## src/rtl/adc_pkg.sv

```systemverilog
// adc_pkg: shared types for the R2R SAR converter, the averaging filter and
// the display path.
//   ADC_W       - conversion word width
//   adc_word_t  - one conversion result
//   out_state_t - state of the averaged-sample output register
package adc_pkg;

  localparam int ADC_W = 8;

  typedef logic [ADC_W-1:0] adc_word_t;

  typedef enum logic {
    OUT_EMPTY,
    OUT_FULL
  } out_state_t;

endpackage

```

## src/rtl/adc_avg_filter_if.sv

```systemverilog
// adc_avg_filter_if: averaged-sample output channel of adc_avg_filter.
//   avg_valid - averaged sample available (source -> sink)
//   avg_ready - sink accepts avg_data this cycle (sink -> source)
//   avg_data  - averaged sample (source -> sink)
//   blk_min / blk_max - block minimum / maximum, present only when
//                       ADC_AVG_MINMAX_EN is defined
//
// Handshake: a transfer happens on every rising clk edge where avg_valid and
// avg_ready are both high. While avg_valid is high the source holds avg_data
// (and blk_min/blk_max) stable until that transfer, except when a newer block
// overwrites it, which the source reports as overrun. avg_ready may be high
// without avg_valid and has no effect then.
interface adc_avg_filter_if #(
  parameter int ADC_W = adc_pkg::ADC_W
);

  logic             avg_valid;
  logic             avg_ready;
  logic [ADC_W-1:0] avg_data;
`ifdef ADC_AVG_MINMAX_EN
  logic [ADC_W-1:0] blk_min;
  logic [ADC_W-1:0] blk_max;

  modport master (output avg_valid, output avg_data, output blk_min,
                  output blk_max, input avg_ready);
  modport slave  (input avg_valid, input avg_data, input blk_min,
                  input blk_max, output avg_ready);
`else
  modport master (output avg_valid, output avg_data, input avg_ready);
  modport slave  (input avg_valid, input avg_data, output avg_ready);
`endif

endinterface

```

## src/rtl/rise_detect.sv

```systemverilog
// rise_detect: rising-edge pulse generator with a registered history bit.
//   clk     - clock
//   rst_n   - asynchronous active-low reset (history bit cleared)
//   d_i     - level input
//   pulse_o - high for one cycle when d_i is high and was low last cycle
module rise_detect (
  input  logic clk,
  input  logic rst_n,
  input  logic d_i,
  output logic pulse_o
);

  logic d_q;

  always_ff @(posedge clk or negedge rst_n) begin
    if (!rst_n) d_q <= 1'b0;
    else        d_q <= d_i;
  end

  assign pulse_o = d_i & ~d_q;

endmodule

```

## src/rtl/adc_avg_filter.sv

```systemverilog
// adc_avg_filter: block-averages 2^LOG2_N converter results into one sample.
// Optional feature macro: ADC_AVG_MINMAX_EN (adds per-block blk_min/blk_max).
//   clk        - system clock
//   reset_n    - asynchronous active-low reset
//   clear      - synchronous flush of accumulator, output register, overrun
//   adc_valid  - converter done flag (may be held; one capture per rise)
//   adc_result - converter result, stable while adc_valid is high
//   avg        - averaged-sample output channel (master side)
//   sample_cnt - conversions accumulated in the current block
//   overrun    - sticky: a completed average was overwritten unaccepted
//   state_dbg  - output register state, for observation
module adc_avg_filter
  import adc_pkg::*;
#(
  parameter int LOG2_N = 2,
  parameter int ADC_W  = adc_pkg::ADC_W
) (
  input  logic                  clk,
  input  logic                  reset_n,
  input  logic                  clear,
  input  logic                  adc_valid,
  input  logic [ADC_W-1:0]      adc_result,
  adc_avg_filter_if.master      avg,
  output logic [LOG2_N:0]       sample_cnt,
  output logic                  overrun,
  output out_state_t            state_dbg
);

  localparam int ACC_W = ADC_W + LOG2_N;
  localparam int CNT_W = LOG2_N + 1;
  localparam logic [CNT_W-1:0] CNT_LAST = CNT_W'((1 << LOG2_N) - 1);

  logic             evt;
  logic             complete;
  logic [ACC_W-1:0] sum;
  logic [ACC_W-1:0] acc_q, acc_d;
  logic [CNT_W-1:0] cnt_q, cnt_d;
  logic [ADC_W-1:0] data_q, data_d;
  logic             overrun_q, overrun_d;
  out_state_t       state_q, state_d;

  rise_detect u_rise (
    .clk     (clk),
    .rst_n   (reset_n),
    .d_i     (adc_valid),
    .pulse_o (evt)
  );

  // The accumulator holds at most N-1 results, so adding one more cannot
  // exceed ADC_W+LOG2_N bits.
  assign sum      = acc_q + ACC_W'(adc_result);
  assign complete = evt && (cnt_q == CNT_LAST);

  always_comb begin
    acc_d     = acc_q;
    cnt_d     = cnt_q;
    data_d    = data_q;
    overrun_d = overrun_q;
    state_d   = state_q;
    if (clear) begin
      acc_d     = '0;
      cnt_d     = '0;
      data_d    = '0;
      overrun_d = 1'b0;
      state_d   = OUT_EMPTY;
    end else begin
      if (complete) begin
        acc_d  = '0;
        cnt_d  = '0;
        data_d = ADC_W'(sum >> LOG2_N);
      end else if (evt) begin
        acc_d = sum;
        cnt_d = cnt_q + CNT_W'(1);
      end
      case (state_q)
        OUT_EMPTY: begin
          if (complete) state_d = OUT_FULL;
        end
        OUT_FULL: begin
          // A completion while full replaces the data; it is only an overrun
          // when the old sample is not being accepted in the same cycle.
          if (complete) begin
            state_d = OUT_FULL;
            if (!avg.avg_ready) overrun_d = 1'b1;
          end else if (avg.avg_ready) begin
            state_d = OUT_EMPTY;
          end
        end
        default: state_d = OUT_EMPTY;
      endcase
    end
  end

  always_ff @(posedge clk or negedge reset_n) begin
    if (!reset_n) begin
      acc_q     <= '0;
      cnt_q     <= '0;
      data_q    <= '0;
      overrun_q <= 1'b0;
      state_q   <= OUT_EMPTY;
    end else begin
      acc_q     <= acc_d;
      cnt_q     <= cnt_d;
      data_q    <= data_d;
      overrun_q <= overrun_d;
      state_q   <= state_d;
    end
  end

`ifdef ADC_AVG_MINMAX_EN
  logic [ADC_W-1:0] run_min_q, run_min_d, run_max_q, run_max_d;
  logic [ADC_W-1:0] blk_min_q, blk_min_d, blk_max_q, blk_max_d;
  logic [ADC_W-1:0] min_nx, max_nx;
  logic             first;

  // The first capture of a block re-seeds both trackers.
  assign first  = (cnt_q == '0);
  assign min_nx = (first || (adc_result < run_min_q)) ? adc_result : run_min_q;
  assign max_nx = (first || (adc_result > run_max_q)) ? adc_result : run_max_q;

  always_comb begin
    run_min_d = run_min_q;
    run_max_d = run_max_q;
    blk_min_d = blk_min_q;
    blk_max_d = blk_max_q;
    if (clear) begin
      blk_min_d = '0;
      blk_max_d = '0;
    end else if (evt) begin
      run_min_d = min_nx;
      run_max_d = max_nx;
      if (complete) begin
        blk_min_d = min_nx;
        blk_max_d = max_nx;
      end
    end
  end

  always_ff @(posedge clk or negedge reset_n) begin
    if (!reset_n) begin
      run_min_q <= '0;
      run_max_q <= '0;
      blk_min_q <= '0;
      blk_max_q <= '0;
    end else begin
      run_min_q <= run_min_d;
      run_max_q <= run_max_d;
      blk_min_q <= blk_min_d;
      blk_max_q <= blk_max_d;
    end
  end

  assign avg.blk_min = blk_min_q;
  assign avg.blk_max = blk_max_q;
`endif

  assign avg.avg_valid = (state_q == OUT_FULL);
  assign avg.avg_data  = data_q;
  assign sample_cnt    = cnt_q;
  assign overrun       = overrun_q;
  assign state_dbg     = state_q;

endmodule

```

## src/flat_wrapper.sv

```systemverilog
// flat-port wrapper written by rule: the top's interface ports become plain ports
module adc_avg_filter_flat import adc_pkg::*;
#(
  parameter int LOG2_N = 2,
  parameter int ADC_W  = adc_pkg::ADC_W
)
  (clk, reset_n, clear, adc_valid, adc_result, sample_cnt, overrun, state_dbg, avg_avg_valid, avg_avg_data, avg_avg_ready);
  adc_avg_filter_if #(.ADC_W(ADC_W)) avg_i ();
  input  logic clk;
  input  logic reset_n;
  input  logic clear;
  input  logic adc_valid;
  input  logic [ADC_W-1:0] adc_result;
  output logic [LOG2_N:0] sample_cnt;
  output logic overrun;
  output out_state_t state_dbg;
  output wire logic [$bits(avg_i.avg_valid)-1:0] avg_avg_valid;
  output wire logic [$bits(avg_i.avg_data)-1:0] avg_avg_data;
  input wire logic [$bits(avg_i.avg_ready)-1:0] avg_avg_ready;
  assign avg_avg_valid = avg_i.avg_valid;
  assign avg_avg_data = avg_i.avg_data;
  assign avg_i.avg_ready = avg_avg_ready;
  adc_avg_filter #(.LOG2_N(LOG2_N), .ADC_W(ADC_W)) u_core (.clk(clk), .reset_n(reset_n), .clear(clear), .adc_valid(adc_valid), .adc_result(adc_result), .avg(avg_i), .sample_cnt(sample_cnt), .overrun(overrun), .state_dbg(state_dbg));
endmodule
```

## config.mk

```make
export PLATFORM = sky130hd
export DESIGN_NAME = adc_avg_filter_flat
export DESIGN_NICKNAME = d
export VERILOG_FILES = /design/src/rtl/adc_pkg.sv /design/src/rtl/adc_avg_filter_if.sv /design/src/rtl/rise_detect.sv /design/src/rtl/adc_avg_filter.sv /design/src/flat_wrapper.sv
export SDC_FILE = /design/constraint.sdc
export NUM_CORES = 1
export LEC_CHECK = 0
export BUFFER_PORTS_ARGS = -buffer_cell sky130_fd_sc_hd__buf_2
export CAP_MARGIN = 20
export CORE_MARGIN = 3
export CORE_UTILIZATION = 49
export DETAILED_ROUTE_END_ITERATION = 12
export PLACE_DENSITY = 0.84
export SLEW_MARGIN = 5
export SYNTH_ARGS = -nofsm -noshare
export SYNTH_HDL_FRONTEND = slang
export SYNTH_HIERARCHICAL = 1
export SYNTH_SLANG_ARGS = --single-unit
```

## constraint.sdc

```tcl
create_clock -name clk -period 1.7 [get_ports clk]
set_input_delay 0.34 -clock clk [delete_from_list [all_inputs] [get_ports clk]]
set_output_delay 0.34 -clock clk [all_outputs]
set_load 0.01 [all_outputs]
```

== Word level (Yosys, flattened, before mapping) ==
Index checks and enable logic that the tools add are counted.
Operators by class
  add/sub/neg operators: 2
  eq/ne operators: 2
  mux-type cells: 17
  bitwise operators: 3
  reductions and logical operators: 5
Operators by type and width (count)
  2-to-1 mux 10 bit: 3
  2-to-1 mux 8 bit: 2
  adder 10 x 8 -> 10 bit: 1
  2-to-1 mux 3 bit: 3
  2-to-1 mux 1 bit: 8
  nonzero test 2 bit: 2
  adder 3 x 1 -> 3 bit (second input constant): 1
  == test 3 x 2 -> 1 bit (second input constant): 1
  AND reduction 3 bit: 1
  nonzero test 3 bit: 1
  != test 2 bit (second input constant): 1
  inverter 1 bit: 2
  one-hot mux 1 bit (2 select lines): 1
  bitwise AND 1 bit: 1
  logical AND 1 bit: 1
Word-level totals
  register bits: 24
  output and inout port bits: 14
  logic and storage cells: 35

== Logic depth before layout (Yosys ltp) ==
  depth after elaboration: 6
  depth in mapped cells: 9
  mapped depth without buffers: 8

== By module ==
The synthesis kept the hierarchy.
By module, submodules not included
  adc_avg_filter: times used 1, cells each 143, area an instance 1360.1 sq um, sequential area each 575.6 sq um
  rise_detect: times used 1, cells each 2, area an instance 38.8 sq um, sequential area each 25.0 sq um

== Worst setup path after synthesis ==
OpenSTA, ideal clock, no wires.
  path type: input -> register
  start point: input adc_result[0]
  end point: register u_core.data_q[6], in the netlist u_core/avg.avg_data[6]
  arrival time: 1814 ps
  setup slack: -183 ps
  stages: 8
  buffers on the path: 0
  cells stage by stage: ha_1 -> inv_1 -> fa_1 -> nor2b_1 -> o31a_1 -> o41ai_2 -> or4_1 -> nand3_1
On the way
  longest elaborated chain between the ends: 3
RTL lines
  start: declaration: line flat_wrapper.sv:13  | input logic [ADC_W-1:0] adc_result;
  adder 10 x 8 -> 10 bit: line adc_avg_filter.sv:51  | assign sum = acc_q + ACC_W'(adc_result);
  2-to-1 mux 8 bit: line adc_avg_filter.sv:67  | if (complete) begin
  2-to-1 mux 8 bit: line adc_avg_filter.sv:60  | if (clear) begin
  end signal: assignment: line adc_avg_filter.sv:104  | data_q <= data_d;
  end: declaration: line adc_avg_filter.sv:38  | logic [ADC_W-1:0] data_q, data_d;
Every way passes these cells. The select of a mux whose other input is x is not followed.
A chain may end at the register's enable or synchronous reset.

== Worst setup path after layout ==
  start point: register u_core.acc_q[0]
  end point: register u_core.data_q[6], in the netlist u_core/avg.avg_data[6]
On the way
  longest elaborated chain between the ends: 3
RTL lines
  start: declaration: line adc_avg_filter.sv:36  | logic [ACC_W-1:0] acc_q, acc_d;
  start signal: assignment: line adc_avg_filter.sv:96  | acc_q <= '0;
  start signal: assignment: line adc_avg_filter.sv:102  | acc_q <= acc_d;
  adder 10 x 8 -> 10 bit: line adc_avg_filter.sv:51
  2-to-1 mux 8 bit: line adc_avg_filter.sv:67
  2-to-1 mux 8 bit: line adc_avg_filter.sv:60
Every way passes these cells. The select of a mux whose other input is x is not followed.

==> results by group <==
Power
  • Leakage power figure: about 0.96 nW
  • Power Density: about 670 nW/um^2
  • Max VDD drop: 0.545 mV

Worst setup path
  • Critical-path cell with the highest stage delay: dfrtp_1
  • Setup slack, reg-to-reg: -450 ps
  • Worst setup EP type: register
  • Worst EP required: just under 2000 ps
  • RR Endpoint: u_core/avg.avg_data[6]
  • CP max FO: 4
  • Largest stage delay, worst path: 430 ps
  • R2R depth: 8
  • Crit-path cells: ha_4 -> inv_2 -> fa_2 -> nor2b_2 -> o31a_1 -> o41ai_4 -> or4_1 -> nand3_1
  • Crit Reg-Reg Startpoint: u_core/acc_q[0]
  • Crit path arrival time: 2430 ps
  • Crit Path Class: register to register
  • Critical Path Stages: 8
  • Worst setup SP type: register
  • Crit path max-delay family: simple AND/OR/NAND/NOR gates
  • WP buf/inv: 1

Finish
  • Final std cells w/o fill: between 200 and 250
  • Most common cell after layout, fill and taps aside: buf_4
  • Commonest cells after routing, fill and taps aside: buf_4 (30), buf_2 (26), dfrtp_1 (24)
  • P&R area growth vs syn: 40.3%
  • Layout Nets: 223
  • Ant diodes: 0
  • Final instance area: 1960 um^2
  • Share of cells above drive strength 1: 44.2%

Floorplanning
  • Die area: 3530 um^2
  • Die Span Y: 59.4 um
  • Rows: 18
  • Core area: 2590 um^2
  • Die X-Extent: 59.4 um
  • I/O pins: 27
  • Initial Util: 54.0%

Route
  • Vias per cell: 6.34
  • Post-DR wirelength/cell: around 20 um
  • DRC violations left: 0
  • Pre-Repair DR Iteration Count: 4
  • Via count: 1452
  • ANT nets after route: 0
  • 1st-iter DRT viols: 104
  • Routed Wire Length: 4.55 mm

Yosys
  • Synth Area in Compound Gates: 20.9%
  • #FFs+latches synth: 24
  • Asr flop ratio synth: 100%
  • Post-synth EDFFs: 0
  • Syn_nets: 168
  • Adder-cell share of the synthesized area: a little under a tenth
  • Synth Area in XOR/XNOR: 1.88%
  • Post-synthesis simple-gate area fraction: 18.5%
  • Synth cell types: 45
  • Synth warn: 6
  • Largest family of logic cells by synthesized area: compound AO/OA/AOI/OAI gates
  • Mapped Area: 1400 um^2
  • Post-Synthesis Cells: 145
  • Top_reg_cell synth: dfrtp_1
  • Avg Synthesized Cell Area: 9.65 um^2
  • Fraction of synthesized area in multiplexers: 1.43%
  • Seq/Total Area, Yosys: 42.9%

GRT
  • GRT overflow: 0
  • Global-route wire length before repair: approximately 6.6 mm
  • Number of global-route vias before repair: 1444
  • Largest net degree at the start of global routing: 25
  • Global Route Usage Sum: 24.6%
  • Initial antenna violation count: 0

CTS
  • Clock buffer depth: 2
  • H-tree levels: 1
  • Clock sink count: 24
  • Worst-skew pair later-pin latency: 330 ps
  • CTS tree: yes
  • CTS root buffer: clkbuf_4
  • TritonCTS Buffers: 3
  • Clock slew at reported path FFs: roughly 140 ps

STA
  • Least-Margin Pin Slew: 546 ps
  • Final setup violation count: 12
  • Clock Skew: approximately 9.4 ps
  • Worst setup slack after layout: -454 ps
  • Fmax: 0.464 GHz
  • Min Hold Slack: 128 ps
  • Final period demand of the worst path: ~2200 ps
  • Final Slew Violations: 0
  • Total negative setup slack: -3140 ps
  • Period utilization: 127%
  • RSZ-0062 raised after global routing: yes
  • Slew headroom: 63.6%
  • Fin. Hold Viols: 0

Placement
  • Post-DP HPWL: 2.66 mm
  • DP Cell Count: 214
  • DP Area: 1690 um^2
  • IO buf count: 26
  • Routability Congestion: 0.860

Job
  • Max Cap Viol: 0

Min path
  • Hold-critical path depth: 1
  • Min-Delay Endpoint: u_core/u_rise/d_q
  • Hold Path Origin: adc_valid
  • Hold Crit Class: input pin to register

Outcome
  • Status: complete, but fails checks
  • Violated checks: setup timing
==> Yosys cell counts, drive strengths merged, types with 2 or more instances <==
cell	number	share of area [%]
clkbuf	2	0.54
or4	2	1.1
and3	2	0.89
dfrtp	24	43
a211oi	2	1.1
a21oi	10	3.6
nor2b	2	1.4
nor2	7	1.9
nor4	2	0.89
buf	5	2.1
a22o	3	1.9
ha	9	8.1
xnor2	2	1.3
o21a	2	1.1
or2	2	0.90
a21o	4	2.1
nand4	2	0.89
nand2b	2	0.89
inv	7	1.9
o21ai	11	4.2
mux2i	2	1.4
nand3	10	3.6
a31oi	2	0.89
or3	2	0.89
nand2	13	3.7
==> metrics by stage <==
stage          setup slack [ps]  total power [W]  utilization [%]
2_1_floorplan              -119         0.000770                -
3_3_place_gp               -243         0.000869             65.4
3_5_place_dp               -327         0.000887             65.4
4_1_cts                    -291          0.00126             72.9
5_1_grt                    -501          0.00136             75.7
6_report                   -454          0.00131             75.7
==> cells by family after synthesis <==
kind of cell               count (synthesis)
adders and majority gates                 10
AOI/OAI and AO/OA                         42
and+or+nand+nor                           49
muxes                                      2
DFF                                       24
xor gates and xnor gates                   3
buffers and inverters                     15
==> routing by layer <==
metal | global-route usage [%] | up-vias | wire [um]
met3 | 4.36 | 21 | 460
met2 | 42.4 | 109 | 2230
li1 | - | 640 | -
met1 | 28.3 | 682 | 1720
met5 | 0 | - | 0
met4 | 14.2 | 0 | 133
==> report_power, final <==
group / internal [W] / leakage (nW) / switching, W
Sequential: 0.000588 / 0.329 / 0.0000182
Clock: 0.000131 / 0.0210 / 0.000185
Combinational: 0.000186 / 0.606 / 0.000201
==> area by class of cell <==
type / count / area [um^2]
Multi-Input combinational cell: 106 / 892
Fill cell: 147 / 628
Sequential cell: 24 / 601
Timing Repair Buffer: 57 / 365
Tap cell: 30 / 37.5
Clock buffer: 4 / 36.3
Inverter: 8 / 30.0
==> registers in the layout, summed over array words and instances (netlist names) <==
signal and count:
u_core/u_rise/d_q 1, u_core/avg.avg_valid 1, u_core/sample_cnt 3, u_core/avg.avg_data 8, u_core/acc_q 10, u_core/overrun 1
==> worst max path at each step <==
stage                     from                endpoint
2_1_floorplan  u_core/acc_q[0]  u_core/avg.avg_data[6]
3_3_place_gp     adc_result[0]  u_core/avg.avg_data[6]
3_5_place_dp     adc_result[0]  u_core/avg.avg_data[6]
4_1_cts        u_core/acc_q[0]  u_core/avg.avg_data[6]
5_1_grt        u_core/acc_q[0]  u_core/avg.avg_data[6]
6_report       u_core/acc_q[0]  u_core/avg.avg_data[6]
==> what timing repair did <==
action,CTS,global route
hold buffers,1,0
resized for setup,18,8
buffers inserted,6,4
pin swaps,14,9
setup endpoints to repair,10,14
gates cloned,0,0
endpoints found under the hold margin,24,0
No activity file was read; power rests on OpenSTA's default activity.
